$ cat config.mk
export PLATFORM = sky130hd
export DESIGN_NAME = spi_master_param
export DESIGN_NICKNAME = d
export VERILOG_FILES = /design/src/rtl/spi_pkg.sv /design/src/rtl/spi_clk_div.sv /design/src/rtl/spi_master_param.sv
export SDC_FILE = /design/constraint.sdc
export NUM_CORES = 1
export LEC_CHECK = 0
export BUFFER_PORTS_ARGS = -buffer_cell sky130_fd_sc_hd__buf_2
export CORE_ASPECT_RATIO = 1.2
export CORE_MARGIN = 2
export CORE_UTILIZATION = 55
export CTS_CLUSTER_DIAMETER = 40
export DETAILED_ROUTE_END_ITERATION = 12
export PLACE_DENSITY = 0.85
export SKIP_LAST_GASP = 1
export SYNTH_ARGS = -nofsm -noshare
export SYNTH_HDL_FRONTEND = slang
export SYNTH_SLANG_ARGS = --single-unit
export TNS_END_PERCENT = 20
$ cat constraint.sdc
create_clock -name clk -period 5.9 [get_ports clk]
set_input_delay 0.885 -clock clk [delete_from_list [all_inputs] [get_ports clk]]
set_output_delay 0.885 -clock clk [all_outputs]
set_load 0.01 [all_outputs]
$ cat src/rtl/spi_pkg.sv
// Shared types and mode encodings for the parametrised SPI master.
`default_nettype none

package spi_pkg;

  typedef enum logic [1:0] {
    IDLE  = 2'd0,
    LEAD  = 2'd1,
    SHIFT = 2'd2,
    TRAIL = 2'd3
  } spi_state_t;

  typedef struct packed {
    logic cpol;
    logic cpha;
    logic lsb_first;
  } spi_mode_t;

  localparam logic [1:0] MODE_0 = 2'd0;
  localparam logic [1:0] MODE_1 = 2'd1;
  localparam logic [1:0] MODE_2 = 2'd2;
  localparam logic [1:0] MODE_3 = 2'd3;

  function automatic logic [1:0] mode_num(input spi_mode_t m);
    return {m.cpol, m.cpha};
  endfunction

endpackage

`default_nettype wire

$ cat src/rtl/spi_clk_div.sv
// SCLK half-period divider: one-cycle tick every CLK_DIV enabled cycles.
`default_nettype none

module spi_clk_div
  import spi_pkg::*;
#(
  parameter int CLK_DIV = 4
) (
  input  logic clk,
  input  logic rst_n,
  input  logic en,
  output logic tick
);

  localparam int CNT_W = $clog2(CLK_DIV + 1);
  localparam logic [CNT_W-1:0] TERMINAL = CNT_W'(CLK_DIV - 1);

  logic [CNT_W-1:0] cnt;

  assign tick = en && (cnt == TERMINAL);

  // Counter is held at zero while disabled so each transfer starts phase-aligned.
  always_ff @(posedge clk or negedge rst_n) begin
    if (!rst_n) begin
      cnt <= '0;
    end else if (!en || tick) begin
      cnt <= '0;
    end else begin
      cnt <= cnt + CNT_W'(1);
    end
  end

endmodule

`default_nettype wire

$ cat src/rtl/spi_master_param.sv
// Parametrised SPI master: configurable width, divider, mode, bit order and chip selects.
`default_nettype none

module spi_master_param
  import spi_pkg::*;
#(
  parameter  int DATA_W  = 8,
  parameter  int CLK_DIV = 4,
  parameter  int NUM_CS  = 2,
  localparam int CS_W    = (NUM_CS > 1) ? $clog2(NUM_CS) : 1
) (
  input  logic              clk,
  input  logic              rst_n,
  input  logic              start,
  input  logic              cpol,
  input  logic              cpha,
  input  logic              lsb_first,
  input  logic [CS_W-1:0]   cs_sel,
  input  logic [DATA_W-1:0] tx_data,
  output logic              busy,
  output logic              done,
  output logic [DATA_W-1:0] rx_data,
  output logic              sclk,
  output logic              mosi,
  input  logic              miso,
  output logic [NUM_CS-1:0] cs_n
);

  localparam int BC_W = $clog2(DATA_W + 1);
  localparam logic [BC_W-1:0] LAST_CNT = BC_W'(DATA_W);

  spi_state_t        state, next_state;
  spi_mode_t         mode_q;
  logic [DATA_W-1:0] tx_sr;
  logic [DATA_W-1:0] rx_sr;
  logic [BC_W-1:0]   bit_cnt;
  logic [BC_W-1:0]   bit_cnt_inc;
  logic              lead_next;
  logic              tick;
  logic              accept;
  logic              edge_ev;
  logic              sample_ev;
  logic              drive_ev;
  logic              last_edge;
  logic              sample_on_lead;
  logic [NUM_CS-1:0] cs_dec_n;

  spi_clk_div #(
    .CLK_DIV(CLK_DIV)
  ) u_clk_div (
    .clk  (clk),
    .rst_n(rst_n),
    .en   (state != IDLE),
    .tick (tick)
  );

  // Out-of-range cs_sel decodes to no active select.
  for (genvar i = 0; i < NUM_CS; i++) begin : g_cs_dec
    assign cs_dec_n[i] = (cs_sel != CS_W'(i));
  end

  always_comb begin
    sample_on_lead = 1'b1;
    case (mode_num(mode_q))
      MODE_0, MODE_2: sample_on_lead = 1'b1;
      MODE_1, MODE_3: sample_on_lead = 1'b0;
      default:        sample_on_lead = 1'b1;
    endcase
  end

  assign accept      = (state == IDLE) && start && !busy;
  assign edge_ev     = tick && ((state == LEAD) || (state == SHIFT));
  assign sample_ev   = edge_ev && (lead_next == sample_on_lead);
  assign bit_cnt_inc = sample_ev ? (bit_cnt + BC_W'(1)) : bit_cnt;
  // The final edge is always trailing and follows (or carries) the last sample.
  assign last_edge   = edge_ev && !lead_next && (bit_cnt_inc == LAST_CNT);
  assign drive_ev    = edge_ev && !sample_ev && !last_edge;

  always_ff @(posedge clk or negedge rst_n) begin
    if (!rst_n) begin
      state <= IDLE;
    end else begin
      state <= next_state;
    end
  end

  always_comb begin
    next_state = state;
    case (state)
      IDLE:    if (accept)    next_state = LEAD;
      LEAD:    if (edge_ev)   next_state = SHIFT;
      SHIFT:   if (last_edge) next_state = TRAIL;
      TRAIL:   if (tick)      next_state = IDLE;
      default:                next_state = IDLE;
    endcase
  end

  always_ff @(posedge clk or negedge rst_n) begin
    if (!rst_n) begin
      busy      <= 1'b0;
      done      <= 1'b0;
      rx_data   <= '0;
      sclk      <= 1'b0;
      mosi      <= 1'b0;
      cs_n      <= '1;
      mode_q    <= '0;
      tx_sr     <= '0;
      rx_sr     <= '0;
      bit_cnt   <= '0;
      lead_next <= 1'b1;
    end else begin
      done <= 1'b0;
      case (state)
        IDLE: begin
          sclk <= cpol;
          busy <= accept;
          if (accept) begin
            mode_q    <= '{cpol: cpol, cpha: cpha, lsb_first: lsb_first};
            rx_sr     <= '0;
            bit_cnt   <= '0;
            lead_next <= 1'b1;
            cs_n      <= cs_dec_n;
            // With CPHA=0 the first bit must be on the wire before the first edge.
            if (!cpha) begin
              mosi  <= lsb_first ? tx_data[0] : tx_data[DATA_W-1];
              tx_sr <= lsb_first ? (tx_data >> 1) : (tx_data << 1);
            end else begin
              tx_sr <= tx_data;
            end
          end
        end
        LEAD, SHIFT: begin
          if (edge_ev) begin
            sclk      <= ~sclk;
            lead_next <= ~lead_next;
            bit_cnt   <= bit_cnt_inc;
          end
          if (sample_ev) begin
            rx_sr <= mode_q.lsb_first ? {miso, rx_sr[DATA_W-1:1]}
                                      : {rx_sr[DATA_W-2:0], miso};
          end
          if (drive_ev) begin
            mosi  <= mode_q.lsb_first ? tx_sr[0] : tx_sr[DATA_W-1];
            tx_sr <= mode_q.lsb_first ? (tx_sr >> 1) : (tx_sr << 1);
          end
        end
        TRAIL: begin
          if (tick) begin
            cs_n    <= '1;
            mosi    <= 1'b0;
            done    <= 1'b1;
            rx_data <= rx_sr;
          end
        end
        default: ;
      endcase
    end
  end

endmodule

`default_nettype wire
==> flow_summary.ini <==
[outcome]
outcome = complete, no violations

[synthesis]
yosysWarnings = 0
postSynthCellCount = 247
avgSynthCellArea_um2 = 9.82
synthTopCellsByArea = dfrtp_1 40%, mux2_2 11%, nand2_1 5.1%, ha_1 4.1%, mux2i_1 4.1%
synth_xor_area_frac = 0.0108
synth-edff-count = 0
synth_top_family_by_area = compound AO/OA/AOI/OAI gates
synth_cell_types = 49
syn-num-nets = 271
synthMuxAreaShare = 0.148
ys_seq_elements = 42
synth_compound_area_frac = 0.168
ys_async_sr_fraction = 1.00
syn_area_mm2 = 0.00242
synth_top_area_share = 0.402
yosysTopAreaCell = dfrtp_1
ys.flop_type = dfrtp_1
yosys.area_share.simple = 0.158
ys_seq_area_frac = 0.435
synthAdderAreaFrac = 0.0413

[cells_and_area]
drive_above_1_share = 0.267
insertedDiodeCount = 0
fin_cells = 326
design_area_mm2 = 0.00268
nNetsFinal = 293
nFillCells = 361
finalCoreUtilization = 0.628
ff_latch_area_mm2 = 0.00105
multi_input_area_mm2 = 0.00128
area_growth_pct = 10.3

[worst_setup_path]
startpoint_type = flip-flop
endpoint_kind = flip-flop
r2r_end = tx_sr[3]
worstReg2RegStart = state[0]
regToRegSetupSlack_ns = 3.11
worstSetupPathType = reg2reg
cp.arrival_ns = 2.96
crit_fanout = 22
required_ns = 6.08
worstRegToRegCells = 7

[grt]
antenna_found_initial = 0
grt_use_met2 = 0.348
grt_busiest_layer = met2
grt_pass1_wl_mm = 7.94
grt-ovfl-total = 0
use_met1 = 0.251
met3_usage = 0.0337
grt_max_degree = 43
grt_pass1_vias = 1806
grtUsageTotal = 0.203

[sta]
hold_viol_final = 0
period_needed_ns = 2.79
tns_ns = 0
maxSlewHeadroom = 0.387
max_freq_mhz = 359
worst_pin_slew_ns = 0.919
min_period_over_period = 0.472
slew_viol_final = 0
fin_skew_ns = 0.00514
rsz0062_at_grt = no
setup_violations = 0

[clock_network]
postCtsSetupBuffers = 0
root_buffer = clkbuf_8
cts-htree-levels = 2
cts-resized-gates = 0
clock-sinks = 42
cts_tree = done
cts_made_buffers = 5
clk_pin_slew_ns = 0.08
ctsHoldBuffers = 0
clk-insertion-delay-late_ns = 0.29
cts_buffer_depth = 2

[floorplan]
start_util = 0.569
dieArea_mm2 = 0.00496
pin_count = 30
core_area_mm2 = 0.00426
fp.dieH_um = 76.7
fp.dieW_um = 64.6
core.rowCount = 26

[power_and_ir_drop]
clock_power_share = 0.373
vdd_drop_max_uv = 87.7
swShare = 0.223
p_seq_frac = 0.574
power_uw = 508
p_comb_frac = 0.053
power.net_switching_uw = 113
intPower_uw = 395
leakagePower_nw = 1.29
power_per_cell_area_mw_per_mm2 = 190

[min_path]
hold_class = reg2reg
hold_depth = 1
min_from = u_clk_div.cnt[0]
whs_endpoint = u_clk_div.cnt[0]

[route]
num_vias = 1827
ant_nets = 0
drt_first_pass_iters = 4
drcViolationCount = 0
drt-initial-drc-count = 130
wire_per_inst_um = 14.0
routed_wl_mm = 4.57
vias_per_cell = 5.60

[place]
dp_hpwl_mm = 3.33
gp_congestion = 0.845
place_area_mm2 = 0.00258
place_inst = 318
port_buffers = 29

[flow_run]
drv_cap = 0
-- area by class of cell --
cell class	instances	share of cell area
inverter	10	0.0140
multi-input combinational	181	0.477
sequential	42	0.394
timing repair buffer	29	0.0543
clock inverter	1	0.00187
clock buffer	7	0.0323
tap	56	0.0262
-- logic make-up after synthesis --
logic type,count (synthesis)
muxes,33
DFF,42
xor gates and xnor gates,3
and+or+nand+nor,79
AOI/OAI and AO/OA,58
adders and majority gates,8
buffers and inverters,24
-- worst max-delay path, cell delays in order (launching register included) --
cell	delay (ns)
dfrtp_1	0.41
inv_1	0.13
ha_1	0.71
nand3b_1	0.33
nor4_2	0.43
a211oi_4	0.11
o21ba_2	0.26
a221o_1	0.30
-- sequential cells by signal (all words and copies together) (netlist names), 2 cells and up --
register / flops
mode_q: 2
cs_n: 2
tx_sr: 8
rx_sr: 8
rx_data: 8
bit_cnt: 4
state: 2
u_clk_div.cnt: 3
-- cells in the mapped netlist, types with 2 or more instances --
cell type and n:
mux2i_1 10, nand2b_1 3, mux2_2 23, a221o_1 4
nand3b_1 3, a221oi_1 2, or2_2 2, clkbuf_1 10
nor2_1 19, a211oi_1 2, a22oi_1 2, xor2_1 2
a21oi_1 11, o311ai_0 2, dfrtp_1 39, o211ai_1 3
inv_1 10, dfstp_2 3, nor3_1 4, nand2_1 33
o21ai_0 15, o21ai_1 6, ha_1 8, nor3b_1 3
buf_2 3, nand4b_1 2
-- cell usage in the layout (no fill, tap or decap), types with 2 or more instances in the layout --
cell       n
a221oi_1   2
dfstp_2    3
or2_2      2
o21ai_1    6
buf_2     29
mux2i_1   10
mux2_2    23
clkbuf_8   6
a211oi_1   2
a22oi_1    2
a21oi_1   11
nand3b_1   3
nor3b_1    3
o211ai_1   3
nor2_1    19
o311ai_0   2
o21ai_0   15
nand2b_1   3
a221o_1    4
xor2_1     2
dfrtp_1   39
inv_1     10
nor3_1     4
nand4b_1   2
ha_1       8
nand2_1   33
-- worst max-delay path by stage --
| stage | from | endpoint | slack, ns |
|---|---|---|---|
| final | state[0] | tx_sr[3] | 3.11 |
| after floorplan | lsb_first | mosi | 3.69 |
| after global placement | state[0] | tx_sr[5] | 3.25 |
| after CTS | state[0] | tx_sr[3] | 3.14 |
| after global routing | state[0] | tx_sr[3] | 2.97 |
| after detailed placement | state[0] | tx_sr[3] | 3.14 |
-- power groups by stage --
stage                     Combinational [mW]  Sequential (mW)  Clock [mW]
after floorplan                       0.0138            0.297           0
after global placement                0.0268            0.297           0
after detailed placement              0.0273            0.298           0
after CTS                             0.0274            0.292       0.194
after global routing                  0.0310            0.292       0.206
final                                 0.0269            0.292       0.190
-- per-layer routing --
layer	up-vias	wire length [µm]	share of wire
met2	44	2290	0.50
met1	851	2010	0.44
met3	8	160	0.035
met5	-	0	0
met4	0	99	0.022
li1	924	-	-
-- metrics by stage --
stage	worst slack (ns)	hold WS, ns
floorplan	3.69	0.415
global placement	3.25	0.432
detailed placement	3.14	0.440
CTS	3.14	0.450
global route	2.97	0.465
finish	3.11	0.444
Power figures use the tool's default switching activity.
